[config.mk]
export PLATFORM = sky130hd
export DESIGN_NAME = apb_master
export DESIGN_NICKNAME = d
export VERILOG_FILES = /design/src/rtl/apb_master.sv
export SDC_FILE = /design/constraint.sdc
export NUM_CORES = 1
export LEC_CHECK = 0
export ABC_AREA = 1
export BUFFER_PORTS_ARGS = -buffer_cell sky130_fd_sc_hd__clkbuf_2
export CAP_MARGIN = 10
export CORE_MARGIN = 5
export CORE_UTILIZATION = 60
export CTS_CLUSTER_DIAMETER = 200
export DETAILED_ROUTE_END_ITERATION = 12
export PLACE_DENSITY = 0.77
export SYNTH_ARGS = -nofsm -noshare
export SYNTH_HDL_FRONTEND = slang
export SYNTH_SLANG_ARGS = --single-unit
[constraint.sdc]
create_clock -name clk -period 3.4 [get_ports clk]
set_input_delay 0 -clock clk [delete_from_list [all_inputs] [get_ports clk]]
set_output_delay 0 -clock clk [all_outputs]
set_load 0.02 [all_outputs]
[src/rtl/apb_master.sv]
// ----------------------------------------------------------------------------
// apb_master
//   APB master FSM driving an internal APB slave (DEPTH x 32-bit register file).
//   Write requests are rising edges of in_valid, read requests are rising
//   edges of out_ready. A read targets the address of the most recent write.
//
// Ports
//   clk        in   1   clock, all state on rising edge
//   rstn       in   1   synchronous reset, active HIGH (despite the name)
//   in_valid   in   1   write request strobe (edge triggered)
//   din_a      in  32   write address (word index)
//   din_b      in  32   write data
//   out_ready  in   1   read request strobe (edge triggered)
//   dout       out 32   registered read data
//   error      out  1   PSLVERR of the last completed transfer
// ----------------------------------------------------------------------------
module apb_master #(
   parameter int DEPTH = 16
) (
   input  logic        clk,
   input  logic        rstn,
   input  logic        in_valid,
   input  logic [31:0] din_a,
   input  logic [31:0] din_b,
   input  logic        out_ready,
   output logic [31:0] dout,
   output logic        error
);

   localparam int          AW      = (DEPTH > 1) ? $clog2(DEPTH) : 1;
   localparam logic [31:0] DEPTH_W = 32'(DEPTH);

   typedef enum logic [1:0] {IDLE, SETUP, ACCESS} state_e;

   state_e      state_q, state_d;

   // request edge detection
   logic        wr_prev_q, rd_prev_q;
   logic        wr_arm_q, rd_arm_q;
   logic        wr_edge, rd_edge;

   // captured operands / pending requests
   logic [31:0] wa_q, wd_q, raddr_q;
   logic        wr_pend_q, rd_pend_q;
   logic        wr_req, rd_req;
   logic        launch_wr, launch_rd;

   // operand of the transfer in flight
   logic        op_write_q;
   logic [31:0] op_addr_q, op_data_q;

   // internal APB bus
   logic        psel, penable, pwrite, pready, pslverr, done;
   logic [31:0] paddr, pwdata, prdata;

   // slave storage
   logic [31:0] mem_q [DEPTH];
   logic [AW-1:0] midx;

   logic [31:0] dout_q;
   logic        error_q;

   // An input that was already high when reset released must be seen low
   // once (arm) before its next rise counts as a request.
   assign wr_edge = in_valid  & ~wr_prev_q & wr_arm_q;
   assign rd_edge = out_ready & ~rd_prev_q & rd_arm_q;
   assign wr_req  = wr_edge | wr_pend_q;
   assign rd_req  = rd_edge | rd_pend_q;

   // ------------------------------------------------------------------------
   // FSM: state register
   // ------------------------------------------------------------------------
   always_ff @(posedge clk) begin
      if (rstn) state_q <= IDLE;
      else      state_q <= state_d;
   end

   // ------------------------------------------------------------------------
   // FSM: next state (write wins over read when both are requested)
   // ------------------------------------------------------------------------
   always_comb begin
      state_d   = state_q;
      launch_wr = 1'b0;
      launch_rd = 1'b0;
      case (state_q)
         IDLE: begin
            if (wr_req) begin
               state_d   = SETUP;
               launch_wr = 1'b1;
            end else if (rd_req) begin
               state_d   = SETUP;
               launch_rd = 1'b1;
            end
         end
         SETUP:   state_d = ACCESS;
         ACCESS:  if (pready) state_d = IDLE;
         default: state_d = IDLE;
      endcase
   end

   // ------------------------------------------------------------------------
   // FSM: outputs onto the internal APB bus
   // ------------------------------------------------------------------------
   always_comb begin
      psel    = (state_q != IDLE);
      penable = (state_q == ACCESS);
      pwrite  = op_write_q & psel;
      paddr   = op_addr_q;
      pwdata  = op_data_q;
      done    = penable & pready;
   end

   // ------------------------------------------------------------------------
   // Master datapath: edge history, capture, pending flags, results
   // ------------------------------------------------------------------------
   always_ff @(posedge clk) begin
      if (rstn) begin
         wr_prev_q  <= 1'b0;
         rd_prev_q  <= 1'b0;
         wr_arm_q   <= 1'b0;
         rd_arm_q   <= 1'b0;
         wa_q       <= '0;
         wd_q       <= '0;
         raddr_q    <= '0;
         wr_pend_q  <= 1'b0;
         rd_pend_q  <= 1'b0;
         op_write_q <= 1'b0;
         op_addr_q  <= '0;
         op_data_q  <= '0;
         dout_q     <= '0;
         error_q    <= 1'b0;
      end else begin
         wr_prev_q <= in_valid;
         rd_prev_q <= out_ready;
         wr_arm_q  <= wr_arm_q | ~in_valid;
         rd_arm_q  <= rd_arm_q | ~out_ready;

         // Every write edge captures its operands and becomes the read target,
         // whether or not the FSM can start it right away.
         if (wr_edge) begin
            wa_q    <= din_a;
            wd_q    <= din_b;
            raddr_q <= din_a;
         end

         // A launch consumes the request; otherwise an edge sets (or merges
         // into) the pending flag.
         wr_pend_q <= launch_wr ? 1'b0 : (wr_pend_q | wr_edge);
         rd_pend_q <= launch_rd ? 1'b0 : (rd_pend_q | rd_edge);

         if (launch_wr) begin
            // On a fresh edge the capture registers are not loaded yet.
            op_write_q <= 1'b1;
            op_addr_q  <= wr_edge ? din_a : wa_q;
            op_data_q  <= wr_edge ? din_b : wd_q;
         end else if (launch_rd) begin
            op_write_q <= 1'b0;
            op_addr_q  <= raddr_q;
            op_data_q  <= '0;
         end

         if (done) begin
            error_q <= pslverr;
            if (!op_write_q && !pslverr) dout_q <= prdata;
         end
      end
   end

   // ------------------------------------------------------------------------
   // Internal APB slave: zero wait state, error on out-of-range address
   // ------------------------------------------------------------------------
   assign pready  = 1'b1;
   assign pslverr = psel & (paddr >= DEPTH_W);
   assign midx    = paddr[AW-1:0];
   assign prdata  = (psel && !pwrite && !pslverr) ? mem_q[midx] : '0;

   always_ff @(posedge clk) begin
      if (rstn) begin
         for (int i = 0; i < DEPTH; i++) mem_q[i] <= '0;
      end else if (psel && penable && pready && pwrite && !pslverr) begin
         mem_q[midx] <= pwdata;
      end
   end

   assign dout  = dout_q;
   assign error = error_q;

endmodule

==> results.md <==
* CTS tree: yes
* R2r worst-path depth at 8
* GPL Wtd Cong at 0.8631
* Final Setup Violations at 0
* Mux cell area share after synthesis at 0%
* Core area at 51510 µm²
* CP Buf/Inv Count at 1
* Cts repair resizes at 0
* Synth unique cells at 23
* TNS Setup at 0 ns
* Largest net degree at the start of global routing at 157
* Post-synth EDFFs at 512
* Top-area cell type share of the netlist area at 49.10%
* Reg-to-reg slack, setup at 0.79 ns
* Area of the die at 56860 µm²
* Main combinational cell family by area after synthesis: simple AND/OR/NAND/NOR gates
* Final Power at 19.07 mW
* CTS buffer count at 73
* Seq cells post-synth at 714
* Row count at 83
* Yosys Warn Count at 0
* Least-Margin Pin Slew at 1.085 ns
* Post-synthesis net count at 3810
* Fin crit share at 76.86%
* Worst rel slew slack at 27.66%
* Ys flop type: edfxtp_1
* Most common cell in the netlist: nand2_1
* P&R area growth vs syn at 13.63%
* Clock transition at the registers of the reported paths at 0.06 ns
* Worst Path Required at 3.69 ns
* WL per Instance at 18.24 µm
* Chip Width at 238.5 µm
* Largest cells by area after synthesis: edfxtp_1 (49%), nand2_1 (20%), dfxtp_1 (13%)
* IO buf count at 100
* Final Hold Vio Count at 0
* HP Class: input pin to register
* Post-synthesis compound-gate area fraction at 2.985%
* Ys async rst share at 0%
* Post-CTS setup buffer count at 0
* Peak supply drop at 0.0004080 V
* Worst setup SP type: register
* Layout cell share with drive strength beyond 1 at 8.058%
* Global Route Usage Sum at 29.04%
* Initial antenna violation count at 1
* Kind of cell adding the most delay to the critical path: simple AND/OR/NAND/NOR gates
* Critical-path top delay cell: nor2_4
* Ports at 101
* Syn_area_per_cell at 8.369 µm²
* # H-tree levels at 3
* Adder-Cell Fraction of Synth Area at 0%
* Worst Setup Path Type: register to register
* Clock Skew at 0.02184 ns
* Gr ovfl total at 0
* Post-synthesis simple-gate area fraction at 29.43%
* Outcome: complete, no violations
* Hold Path Origin: din_a[20]
* Endpoint, Worst Hold: raddr_q[20]
* CP Max Fanout at 19
* DP Wirelength at 47920 µm
* Max Slew Vio Count at 0
* Antenna Nets Post-Route at 0
* Cell accounting for the most synthesized area: edfxtp_1
* Vias per std cell at 5.485
* Fill cell total of the finished layout at 3932
* Vias in the first global route at 23870
* Xor-xnor portion of the synthesized cell area at 0%
* Detailed-route wire length at 83040 µm
* Reg-to-reg startpoint: op_addr_q[12]
* Register area share after synthesis at 62.01%
* CP Capture Type: register
* Synth Cell Area at 31320 µm²
* DR iter-0 viols at 2806
* Power density cells at 536.0 nW/µm²
* Hold WS at 0.2067 ns
* CP peak stage delay at 0.48 ns
* Initial Util at 60.80%
* Clock Latency Late Sink at 0.61 ns
* Lkg Pwr at 14.95 nW
* First-pass GRT wire length at 130500 µm
* RSZ-0062 raised after global routing: false
* Cells after Synth at 3742
* Commonest cells post-synth: nand2_1 (1637), nor2_1 (712), edfxtp_1 (512)
* Hold Path Depth at 4
* Root buf cell: clkbuf_16
* DRC Markers at 0
* Clock Path Buffers at 3
* Min cycle time layout at 2.613 ns
* Drt pass-1 iters at 6
* CP Cell Sequence: nor2_1 -> nand2_1 -> nor2_1 -> nand2_1 -> nor2_4 -> nand4_1 -> nand2_2 -> buf_12
* Worst EP arrival at 2.91 ns
* Chip height at 238.5 µm
* Max Freq at 382.7 MHz
* Max-Cap Viols at 0
* Reg2Reg Capture Point: mem_q[12][24]
* Clk sinks at 714
* Vias at 24970
* Nets at 3881
[cell type report]
cell class                      instances  area (µm²)  share of cell area, %
Clock buffer                          101        2061                  5.791
Clock inverter                         33       265.3                 0.7454
Timing Repair Buffer                  242        1964                  5.520
Sequential cell                       714       19430                  54.59
Tap cell                              680       850.8                  2.391
Multi-Input combinational cell       2574       10230                  28.74
Inverter                              208       789.5                  2.219
Antenna cell                            1       2.502               0.007032
[placed cells by master (no fill, tap or decap), types with 2 or more instances in the layout]
cell           synthesis  final
o21ai_0               69     68
a21oi_1               36     36
buf_12                 0     16
dfxtp_1              202    200
inv_1                171    171
nand2_1             1637   1621
a31oi_1               27     27
nand3_1               37     37
buf_4                  0     49
clkinv_2               0     16
edfxtp_1             512    512
clkbuf_2               0     99
clkbuf_1             197     19
nand4_2                9      9
clkinv_4               0      3
nand2_2                0     16
dfxtp_4                0      2
nor3_1                 2      2
nor2_4                 2      6
clkinv_1              34     39
nor2_1               712    708
bufinv_16              0      3
clkbuf_8               0      4
clkbuf_16              0     77
clkinvlp_4             0      3
dlygate4sd3_1          0     78
o31ai_1               32     32
nand4_1                8      8
inv_6                  0      3
[worst max path at each step]
stage | startpoint | to | slack, ns | depth (start not counted)
3_5_place_dp | op_addr_q[12] | mem_q[12][25] | 0.87 | 8
4_1_cts | op_addr_q[12] | mem_q[12][24] | 0.84 | 8
2_1_floorplan | op_addr_q[12] | mem_q[5][0] | 0.93 | 9
3_3_place_gp | op_addr_q[12] | mem_q[12][27] | 0.91 | 8
6_report | op_addr_q[12] | mem_q[12][24] | 0.79 | 8
5_1_grt | op_addr_q[12] | mem_q[12][26] | 0.64 | 8
[worst reg2reg max path, delay by kind of cell (launching register included)]
| family | cells | cell delay, ns |
|---|---|---|
| AND/OR/NAND/NOR | 7 | 1.73 |
| flip-flops | 1 | 0.31 |
| buffers and inverters | 1 | 0.25 |
[per-stage QoR]
step	cells	util, %	area (µm²)	setup slack, ns
global route	4552	69.08	35580	0.6422
CTS	4552	69.08	35580	0.8358
detailed placement	4340	63.05	32480	0.8697
finish	4553	69.09	35590	0.7868
floorplan	3742	-	31320	0.9304
global placement	4340	63.05	32480	0.9068
[per-layer routing]
metal / track usage, % / vias up / routed length (µm)
li1: - / 11850 / -
met1: 37.94 / 11570 / 31120
met2: 48.40 / 1315 / 40230
met3: 4.554 / 242 / 7716
met4: 13.04 / 0 / 3973
met5: 0 / - / 0
[timing repair]
action,CTS,global route
hold endpoints to repair,167,0
hold buffers,78,0
endpoints found under the setup margin,0,0
[state kept, by name, indices dropped and copies added, names as in the netlist]
name and count:
wr_prev_q 1, wr_arm_q 1, mem_q 512, state_q 2, op_data_q 32, dout 32, op_write_q 1, raddr_q 32
op_addr_q 32, wd_q 32, wa_q 32, rd_arm_q 1, rd_prev_q 1, wr_pend_q 1, error 1, rd_pend_q 1
[cells by family after synthesis]
| family | count (synthesis) |
|---|---|
| simple gates | 2410 |
| buf+inv | 454 |
| compound gates | 164 |
| flops | 714 |
[report_power, final]
group	switching [mW]	internal, mW	leakage [nW]	total [mW]
Clock	3.31	4.49	1.14	7.81
Combinational	1.13	0.446	6.88	1.57
Sequential	0.107	9.59	6.93	9.69
Power figures use the tool's default switching activity.
